<file path="src/rtl/div6_seq.sv">
`default_nettype none
// ============================================================================
// Module   : div6_seq
// Brief    : 6-bit unsigned restoring divider, one quotient bit per clock,
//            start/busy/done handshake, divide-by-zero flag.
// Revision : 1.0 - initial release
// ============================================================================
module div6_seq (
  input  logic       clk,
  input  logic       rst_n,
  input  logic       start,
  input  logic [5:0] A,
  input  logic [5:0] B,
  output logic [5:0] Q,
  output logic [5:0] R,
  output logic       busy,
  output logic       done,
  output logic       div0
);

  typedef enum logic [1:0] {
    S_IDLE = 2'd0,
    S_RUN  = 2'd1,
    S_DONE = 2'd2
  } state_t;

  localparam logic [2:0] C_LAST_ITER = 3'd5;
  localparam logic [5:0] C_DIV0_Q    = 6'h3F;

  state_t     r_state;
  state_t     w_next;

  logic [5:0] r_dvd;
  logic [5:0] r_dvs;
  logic [5:0] r_quo;
  logic [6:0] r_rem;
  logic [2:0] r_cnt;
  logic [5:0] r_q;
  logic [5:0] r_r;
  logic       r_div0;

  logic       w_accept;
  logic       w_bzero;
  logic       w_last;
  logic [6:0] w_t;
  logic [7:0] w_d;
  logic       w_borrow;
  logic [6:0] w_rem_nxt;
  logic [5:0] w_quo_nxt;
  logic       w_unused;

  assign w_accept  = start && (r_state != S_RUN);
  assign w_bzero   = (B == 6'd0);
  assign w_last    = (r_cnt == C_LAST_ITER);

  // Trial subtraction: the remainder is always < divisor, so its top bit is
  // never needed when forming the shifted value.
  assign w_t       = {r_rem[5:0], r_dvd[5]};
  assign w_d       = {1'b0, w_t} - {2'b00, r_dvs};
  assign w_borrow  = w_d[7];
  assign w_rem_nxt = w_borrow ? w_t : w_d[6:0];
  assign w_quo_nxt = {r_quo[4:0], ~w_borrow};
  assign w_unused  = r_rem[6];

  // State register
  always_ff @(posedge clk or negedge rst_n) begin
    if (!rst_n) begin
      r_state <= S_IDLE;
    end else begin
      r_state <= w_next;
    end
  end

  // Next-state logic; DONE behaves like IDLE for a new request
  always_comb begin
    w_next = r_state;
    case (r_state)
      S_IDLE, S_DONE: begin
        w_next = S_IDLE;
        if (start) begin
          w_next = w_bzero ? S_DONE : S_RUN;
        end
      end
      S_RUN: begin
        if (w_last) begin
          w_next = S_DONE;
        end
      end
      default: w_next = S_IDLE;
    endcase
  end

  // Datapath and result registers
  always_ff @(posedge clk or negedge rst_n) begin
    if (!rst_n) begin
      r_dvd  <= 6'd0;
      r_dvs  <= 6'd0;
      r_quo  <= 6'd0;
      r_rem  <= 7'd0;
      r_cnt  <= 3'd0;
      r_q    <= 6'd0;
      r_r    <= 6'd0;
      r_div0 <= 1'b0;
    end else if (w_accept) begin
      if (w_bzero) begin
        r_q    <= C_DIV0_Q;
        r_r    <= A;
        r_div0 <= 1'b1;
      end else begin
        r_dvd  <= A;
        r_dvs  <= B;
        r_rem  <= 7'd0;
        r_quo  <= 6'd0;
        r_cnt  <= 3'd0;
      end
    end else if (r_state == S_RUN) begin
      r_dvd <= {r_dvd[4:0], 1'b0};
      r_rem <= w_rem_nxt;
      r_quo <= w_quo_nxt;
      r_cnt <= r_cnt + 3'd1;
      if (w_last) begin
        r_q    <= w_quo_nxt;
        r_r    <= w_rem_nxt[5:0];
        r_div0 <= 1'b0;
      end
    end
  end

  assign busy = (r_state == S_RUN);
  assign done = (r_state == S_DONE);
  assign Q    = r_q;
  assign R    = r_r;
  assign div0 = r_div0;

endmodule
`default_nettype wire
</file>
<file path="config.mk">
export PLATFORM = sky130hd
export DESIGN_NAME = div6_seq
export DESIGN_NICKNAME = d
export VERILOG_FILES = /design/src/rtl/div6_seq.sv
export SDC_FILE = /design/constraint.sdc
export NUM_CORES = 1
export LEC_CHECK = 0
export BUFFER_PORTS_ARGS = -buffer_cell sky130_fd_sc_hd__buf_2
export CORE_UTILIZATION = 40
export CTS_CLUSTER_SIZE = 12
export DETAILED_ROUTE_END_ITERATION = 6
export GPL_TIMING_DRIVEN = 1
export SLEW_MARGIN = 20
export SYNTH_ARGS = -nofsm -noshare
export SYNTH_HDL_FRONTEND = slang
export SYNTH_SLANG_ARGS = --single-unit
</file>
<file path="constraint.sdc">
create_clock -name clk -period 2.6 [get_ports clk]
set_input_delay 0.13 -clock clk [delete_from_list [all_inputs] [get_ports clk]]
set_output_delay 0.13 -clock clk [all_outputs]
set_load 0.01 [all_outputs]
</file>
# [Word-level counts from Yosys, hierarchy flattened]
# Index checks and enable logic that the tools add are counted.
[op_classes] n_addsub=2 n_eq_ne=7 mux=29 n_bitwise=2 reduce_logical=9
[ops] cell="$mux W6" count=15
[ops] cell="$mux W5" count=3
[ops] cell="$mux W3" count=3
[ops] cell="$sub A7 B6 Y8" count=1
[ops] cell="$logic_not A6 Y1" count=1
[ops] cell="$mux W2" count=3
[ops] cell="$ne A2 B1 Y1 const B" count=3
[ops] cell="$mux W1" count=4
[ops] cell="$pmux W2 S2" count=1
[ops] cell="$reduce_and A2 Y1" count=2
[ops] cell="$reduce_bool A2 Y1" count=2
[ops] cell="$add A3 B1 Y3 const B" count=1
[ops] cell="$eq A3 B3 Y1 const B" count=1
[ops] cell="$reduce_and A3 Y1" count=1
[ops] cell="$eq A2 B1 Y1 const B" count=1
[ops] cell="$eq A2 B2 Y1 const B" count=1
[ops] cell="$logic_not A2 Y1" count=1
[ops] cell="$ne A2 B2 Y1 const B" count=1
[ops] cell="$not A1 Y1" count=2
[ops] cell="$reduce_or A2 Y1" count=1
[ops] cell="$logic_and A1 B1 Y1" count=1
[word_totals] register_bits=41 inputBits=15 out_inout_bits=15 wordCells=58

# [Depth between registers and ports, before layout]
# Gate-level depths: netlist of run 1.
[logic_depth] depth_word=5 mapped_depth=9 depth_no_buf=9

# [Worst setup path after synthesis of run 1]
# OpenSTA, ideal clock, no wires.
[synth_timing] kind="reg2reg" from="reg r_rem[3]" to="reg r_r[2], in the netlist R[2]" setup_ns=0.125 arrival_ns=1.787 required_time_ns=2.475 setup_slack_ns=0.688 stages_incl_launch_ff=7 path_buffers=0 period_less_slack_ns=1.912 cell_sequence="dfrtp_1 > ha_1 > a21o_1 > a211o_1 > a21oi_4 > mux2i_1 > o21ai_1"
[synth_between] elab_chain_cells=5
[synth_rtl] item="from (decl)" line="36" rtl="logic [6:0] r_rem;"
[synth_rtl] item="from (signal assigned)" line="118" rtl="r_rem <= w_rem_nxt;"
[synth_rtl] item="$sub A7 B6 Y8" line="59" rtl="assign w_d = {1'b0, w_t} - {2'b00, r_dvs};"
[synth_rtl] item="$mux W6" line="61" rtl="assign w_rem_nxt = w_borrow ? w_t : w_d[6:0];"
[synth_rtl] item="$mux W6" line="121" rtl="if (w_last) begin"
[synth_rtl] item="$mux W6" line="116" rtl="end else if (r_state == S_RUN) begin"
[synth_rtl] item="$mux W6" line="104" rtl="end else if (w_accept) begin"
[synth_rtl] item="to (signal assigned)" line="123" rtl="r_r <= w_rem_nxt[5:0];"
[synth_rtl] item="to (decl)" line="39" rtl="logic [5:0] r_r;"
# No other way between the ends. The select of a mux whose other input is x is not followed.
# A chain may end at the register's enable or synchronous reset.

# [Worst setup path after layout of run 1]
# Ends and elaborated chain as after synthesis.

==> results.toml, run 1 <==
[power_and_ir_drop]
p_leak_nw = 1.13
powerDensity_nw_per_um2 = 1410
peakVddDrop_uv = 706

[floorplan]
core_area_um2 = 4820
initial_utilization = 0.426
io_pins = 30
dieWidth_um = 73.7
die_area_um2 = 5430
die_y_um = 73.7
rows = 25

[sta]
finalSetupViolCount = 0
maxSlewHeadroom = 0.389
hold_viol = 0
min_period_ps = 2130
drv_slew = 0
post-route-period-util = 0.819
tightest_slew_ps = 917
rsz0062_at_grt = "false"
max_freq_ghz = 0.470
tns_ps = 0
clock_skew_ps = 6.25
final.setup.worst_slack_ps = 470

[run]
cap_violations = 0

[synth]
synth_edf_count = 0
syn_area_um2 = 2050
yosysMostFrequentCell = "dfrtp_1"
yosysSeqAreaShare = 0.499
yosys_warnings = 0
ys.flop_type = "dfrtp_1"
yosysTopAreaCellShare = 0.499
synth.distinct_cells = 43
synth_cells = 202
synth_common_cells = "dfrtp_1 (41), nand2_1 (32), o21ai_0 (13)"
syn_avg_cell_area_um2 = 10.2
synth_area_leaders = "dfrtp_1 (50%), nand2_1 (5.8%), ha_1 (4.9%), mux2i_1 (3.9%), a22o_1 (3.4%)"
synth_seq_cells = 41
synth_top_area_cell = "dfrtp_1"
synth_nets = 226
async_flop_share = 1.00

[finish]
n_antenna_cell = 0
utilization = 0.501
drive_above_1_share = 0.208
area_growth_pct = 17.5
fin_nets = 259
n_fill_cell = 493

[clocking]
clock_path_buffers = 2
path_clk_slew_ps = 90
cts_tree = "built"
cts_resized = 0
numCtsBuffers = 5
htree_levels = 2
cts_sinks = 41
cts-root-buf = "clkbuf_8"
clk_latency_ps = 300

[routing]
wl_um = 4680
ant_nets = 0
vias = 1578
avgViaCountPerCell = 5.21
drc_errors = 0
first_pass_iters = 4
drt_iter0_drc = 112
wl_per_cell_um = 15.4

[placed_design]
portBuffers = 29
hpwl_um = 3340
dp_slack_ps = 490
gp_congestion = 0.810

[global_routing]
grt_pass1_wl_um = 7540
grt_overflow = 0
grt_max_degree = 42
grt_pass1_vias = 1512
antenna_found_initial = 0
gr-usage-all-layers = 0.189

[worst_setup_path]
cp_max_fo = 10
crit_type = "register to register"
critPathLaunchType = "register"
critical_path_arrival_ps = 2310
endpoint_kind = "register"
cp.required_ps = 2780

[hold_path]
hp-class = "primary input to register"

[run_status]
status = "complete, no violations"
-- worst max-delay path, cell delays in order (launching register included) --
cell     delay, ps
dfrtp_1        420
ha_1           360
a21o_1         210
a211o_1        340
a21oi_4        300
mux2i_1        280
o21ai_1         90
-- power by group --
part | leakage (nW) | internal (mW) | switching (mW)
combinational | 0.558 | 0.717 | 0.917
clock | 0.0687 | 0.387 | 0.243
sequential | 0.504 | 0.934 | 0.196
total | 1.13 | 2.04 | 1.36
-- timing repair --
action | in CTS | in global routing
hold buffers | 1 | 0
buffers inserted | 0 | 0
endpoints found under the hold margin | 32 | 0
-- path summary, 6_finish.rpt --
kind / startpoint / end / slack (ps) / cells after the start
min: B[0] / r_dvs[0] / 30 / 3
max: r_rem[3] / R[2] / 470 / 6
min in group asynchronous: rst_n / r_dvs[4] / 490 / 2
min reg2reg: r_dvs[1] / r_dvs[1] / 480 / 2
max in group asynchronous: rst_n / R[0] / 1530 / 2
max reg2reg: r_rem[3] / R[2] / 470 / 6
-- per-stage QoR --
step	hold WS, ps	power [mW]	area (µm²)	instances
floorplan	-166	2.33	2050	202
global placement	324	2.75	2270	294
detailed placement	318	2.78	2270	294
CTS	26.3	3.43	2410	303
global route	40.2	3.65	2410	303
finish	31.2	3.39	2410	303
-- kinds of logic after synthesis --
kind of cell               after synthesis  share of synthesized area
AOI/OAI and AO/OA                       63                      0.211
buffers and inverters                   19                     0.0426
adders and majority gates                9                     0.0585
and+or+nand+nor                         58                      0.133
DFF                                     41                      0.499
xor gates and xnor gates                 4                     0.0171
muxes                                    8                     0.0390
-- registers in the layout (all words and copies together), names as in the netlist --
register	flops
r_dvs	6
r_quo	5
r_rem	6
Q	6
r_cnt	3
r_state	2
r_dvd	6
R	6
div0	1
-- cell usage in the layout, fill, tap and decap left out, types with 2 or more instances in the layout --
cell type / Yosys / routed
dfrtp_1: 41 / 41
nand2_1: 32 / 32
buf_2: 4 / 29
o21ai_0: 13 / 13
a21oi_1: 12 / 12
inv_1: 10 / 10
mux2i_1: 8 / 8
a22o_1: 8 / 8
ha_1: 8 / 8
nor2_1: 6 / 6
o22a_1: 6 / 6
o21ai_1: 5 / 5
clkbuf_8: 0 / 5
nand3_1: 4 / 4
and3_1: 4 / 4
buf_4: 3 / 4
nor2b_1: 3 / 3
a21o_1: 3 / 3
xnor2_1: 2 / 2
a211o_1: 2 / 2
xor2_1: 2 / 2
and2_1: 2 / 2
o22ai_1: 2 / 2
a31oi_1: 2 / 2
bufinv_16: 0 / 2
-- per-layer routing --
metal,GRT usage,share of wire
met4,0.0577,0.012
met1,0.282,0.50
met3,0.0425,0.054
met2,0.273,0.44
met5,0,0
-- final cells by class --
| class | count | area (µm²) | share of cell area |
|---|---|---|---|
| clock buffers | 5 | 68.8 | 0.0285 |
| clock inverters | 3 | 68.8 | 0.0285 |
| inverters | 11 | 41.3 | 0.0171 |
| multi-input cells | 142 | 941 | 0.390 |
| flip-flops and latches | 41 | 1030 | 0.425 |
| well taps | 67 | 83.8 | 0.0347 |
| repair buffers | 34 | 185 | 0.0767 |
Note: power is estimated with default switching activity, not from simulation.
==> run 2: changes to the inputs <==
- clock period: 2.6 -> 2.2 ns (I/O delays scaled with it)
==> results.toml, run 2 (synthesis results as in run 1) <==
[floorplan]
core_area_um2 = 4820
io_pins = 30
dieWidth_um = 73.7
die_area_um2 = 5430
die_y_um = 73.7
rows = 25
initial_utilization = 0.426

[global_routing]
grt_pass1_vias = 1503
grt_overflow = 0
busiest_layer = "met1"
grt_max_degree = 42
use_met3 = 0.0329
antenna_found_initial = 0
gr-usage-met2 = 0.264
grt_pass1_wl_um = 7530
met1_usage = 0.286
gr-usage-all-layers = 0.189

[finish]
final_cell_mix = "dfrtp_1 (41), nand2_1 (32), buf_2 (29)"
final_common_cell = "dfrtp_1"
area_growth_pct = 20.8
fin_nets = 268
n_antenna_cell = 0
utilization = 0.515
instances_no_fill = 312
drive_above_1_share = 0.237

[placed_design]
gp_congestion = 0.803
portBuffers = 29
hpwl_um = 3400
dp_cells = 300

[run]
cap_violations = 0

[routing]
drc_errors = 0
drt_iter0_drc = 116
avgViaCountPerCell = 5.26
wl_um = 4650
first_pass_iters = 4
wl_per_cell_um = 14.9
ant_nets = 0
vias = 1642

[worst_setup_path]
endpoint_kind = "register"
cp.required_ps = 2380
critical_path_arrival_ps = 2210
critPathLaunchType = "register"
crit_type = "register to register"
cp_max_fo = 5

[clocking]
cts_resized = 0
cts_tree = "built"
numCtsBuffers = 5
clock_path_buffers = 2
htree_levels = 2
cts-root-buf = "clkbuf_8"
clk_latency_ps = 300
path_clk_slew_ps = 90
cts_sinks = 41

[power_and_ir_drop]
total_power_mw = 4.16
powerDensity_nw_per_um2 = 1680
peakVddDrop_uv = 668
p_leak_nw = 1.18

[sta]
maxSlewHeadroom = 0.382
post-route-period-util = 0.923
min_period_ps = 2030
hold_viol = 0
finalSetupViolCount = 0
rsz0062_at_grt = "false"
max_freq_ghz = 0.493
tns_ps = 0
tightest_slew_ps = 927
clock_skew_ps = 7.28
drv_slew = 0

[run_status]
status = "complete, no violations"

[hold_path]
hp-class = "primary input to register"
[run 2: changes by cell type in the layout (fill, tap and decap cells not counted), sizes merged]
cell and delta:
buf +9
[run 2: worst max-delay path, stage by stage (launching register included)]
cell     delay [ps]
dfrtp_1         420
ha_1            350
a21o_1          200
a211o_1         340
a21oi_4         150
buf_4           140
mux2i_1         230
a21oi_1          90
[run 2: power breakdown]
| group | internal (mW) | switching [mW] | total [mW] |
|---|---|---|---|
| sequential | 1.10 | 0.224 | 1.33 |
| combinational | 0.967 | 1.13 | 2.09 |
| clock | 0.457 | 0.281 | 0.738 |
| total | 2.53 | 1.63 | 4.16 |
[run 2: path summary, 6_finish.rpt]
check                              start       end  slack [ps]  cells past startpoint
worst min-delay path                B[1]  r_dvs[1]           9                      3
worst min register to register  r_dvs[1]  r_dvs[1]         480                      2
worst max register to register  r_rem[3]      R[4]         170                      7
worst max-delay path            r_rem[3]      R[4]         170                      7
max in group asynchronous          rst_n      R[4]        1130                      2
min in group asynchronous          rst_n  r_dvs[5]         480                      2
[run 2: final cells by class]
cell class | count | area [µm²]
Tap cell | 67 | 83.8
Multi-Input combinational cell | 142 | 941
Sequential cell | 41 | 1030
Fill cell | 479 | 2330
Clock inverter | 3 | 68.8
Inverter | 11 | 41.3
Clock buffer | 5 | 68.8
Timing Repair Buffer | 43 | 253
[run 2: metal layers]
metal / share of wire / up-vias
li1: - / 808
met1: 0.51 / 784
met2: 0.42 / 44
met3: 0.046 / 6
met4: 0.015 / 0
met5: 0 / -
[run 2: stage by stage]
step	setup WS (ps)	hold WS, ps	instance area [µm²]
6_report	170	8.78	2480
5_1_grt	43.0	23.8	2480
4_1_cts	91.0	7.80	2460
3_5_place_dp	101	304	2310
3_3_place_gp	156	306	2310
2_1_floorplan	288	-186	2050
[run 2: timing repair]
item                       CTS  global route
hold endpoints to repair    41             0
setup endpoints to repair    0             3
hold buffers                 1             0
setup buffers                0             3
==> run 3: changes to the inputs <==
- CTS_CLUSTER_SIZE: 12 -> 24
- REMOVE_ABC_BUFFERS: default -> 1
==> results.toml, run 3 (synthesis results as in run 1) <==
[sta]
drv_slew = 0
whs_ps = 23.4
tns_ps = 0
post-route-period-util = 0.947
tightest_slew_ps = 916
clock_skew_ps = 6.72
final.setup.worst_slack_ps = 117
finalSetupViolCount = 0
hold_viol = 0
max_freq_ghz = 0.480
rsz0062_at_grt = "false"
maxSlewHeadroom = 0.389
min_period_ps = 2080

[power_and_ir_drop]
switching_share = 0.392
powerDensity_nw_per_um2 = 1660
total_power_mw = 4.10
power.internal_mw = 2.49
p_leak_nw = 1.17
clockPowerShare = 0.180
power_frac_comb = 0.496
peakVddDrop_uv = 541
seq_power_share = 0.324
switchingPower_mw = 1.61

[worst_setup_path]
endpoint_kind = "register"
cp_max_fo = 7
critical_path_arrival_ps = 2270
cp.required_ps = 2390
crit_type = "register to register"
reg2reg_from = "r_rem[3]"
path_buf_inv = 1
reg2reg_depth = 7
critPathTopFamily = "compound AO/OA/AOI/OAI gates"
critPathLaunchType = "register"
cp-startpoint = "r_rem[3]"
cp_num_cells = 7
slowest_stage = "dfrtp_1"
slowest_delay_ps = 410
cp_cell_sequence = "ha_1 > a21o_1 > a211o_1 > a21oi_4 > buf_4 > mux2i_1 > o21ai_1"

[placed_design]
dp_slack_ps = 110
portBuffers = 29
gp_congestion = 0.781
dp_cells = 299
place_area_um2 = 2300
hpwl_um = 3390

[run]
cap_violations = 0

[routing]
wl_per_cell_um = 15.0
drt_iter0_drc = 72
wl_met1_um = 2310
avgViaCountPerCell = 5.23
met2_length_um = 2110
drc_errors = 0
top_layer_used = "met4"
wl_met3_um = 150
wl_um = 4640
vias = 1620
ant_nets = 0
first_pass_iters = 4

[floorplan]
rows = 25
dieWidth_um = 73.7
die_y_um = 73.7
core_area_um2 = 4820
initial_utilization = 0.426
io_pins = 30
die_area_um2 = 5430

[clocking]
cts_resized = 0
path_clk_slew_ps = 90
numCtsBuffers = 5
clock_path_buffers = 2
cts-root-buf = "clkbuf_8"
htree_levels = 2
cts_tree = "built"
cts_sinks = 41
clk_latency_ps = 300

[run_status]
status = "complete, no violations"

[hold_path]
hp-class = "primary input to register"
hold_depth = 3
holdCritStartpoint = "B[0]"

[finish]
n_fill_cell = 482
instances_no_fill = 310
final_common_cell = "dfrtp_1"
drive_above_1_share = 0.230
fin_area_um2 = 2470
area_growth_pct = 20.1
final_cell_mix = "dfrtp_1 (41), nand2_1 (32), buf_2 (29)"
n_antenna_cell = 0
fin_nets = 266
utilization = 0.512
multi_input_area_um2 = 941
seqCellArea_um2 = 1030

[global_routing]
grt_overflow = 0
grt_pass1_wl_um = 7660
gr-usage-all-layers = 0.193
grt_max_degree = 42
grt_pass1_vias = 1564
antenna_found_initial = 0
==> run 3: final timing paths <==
| path | end | slack (ps) |
|---|---|---|
| hold / removal | r_dvs[0] | 20 |
| setup reg to reg | r_rem[1] | 120 |
| setup / recovery | r_rem[1] | 120 |
| hold reg to reg | r_dvs[4] | 480 |
| min in group asynchronous | r_dvs[2] | 480 |
| max in group asynchronous | r_quo[4] | 1150 |
==> run 3: routing by layer <==
layer	vias up	global-route usage
met4	0	0.0513
li1	801	-
met2	27	0.310
met3	6	0.0480
met1	786	0.259
met5	-	0
==> run 3: what timing repair did <==
item                                   4_1_cts  5_1_grt
hold buffers                                 1        0
setup endpoints to repair                    0        2
setup buffers                                0        2
endpoints found under the hold margin       41        0
==> run 3: worst reg2reg max path, cell delays in order, from the launching register on <==
cell	delay [ps]
dfrtp_1	410
ha_1	350
a21o_1	200
a211o_1	340
a21oi_4	250
buf_4	180
mux2i_1	180
o21ai_1	70
==> run 3: area by class of cell <==
type / count / share of cell area
Timing Repair Buffer: 41 / 0.0963
Tap cell: 67 / 0.0340
Clock buffer: 5 / 0.0279
Multi-Input combinational cell: 142 / 0.381
Clock inverter: 3 / 0.0279
Inverter: 11 / 0.0167
Sequential cell: 41 / 0.416
==> run 3: power groups by stage <==
stage / combinational [mW] / sequential [mW] / clock, mW
finish: 2.04 / 1.33 / 0.737
global route: 2.29 / 1.38 / 0.777
CTS: 2.00 / 1.33 / 0.750
detailed placement: 1.98 / 1.35 / 0
global placement: 1.96 / 1.34 / 0
floorplan: 1.36 / 1.35 / 0
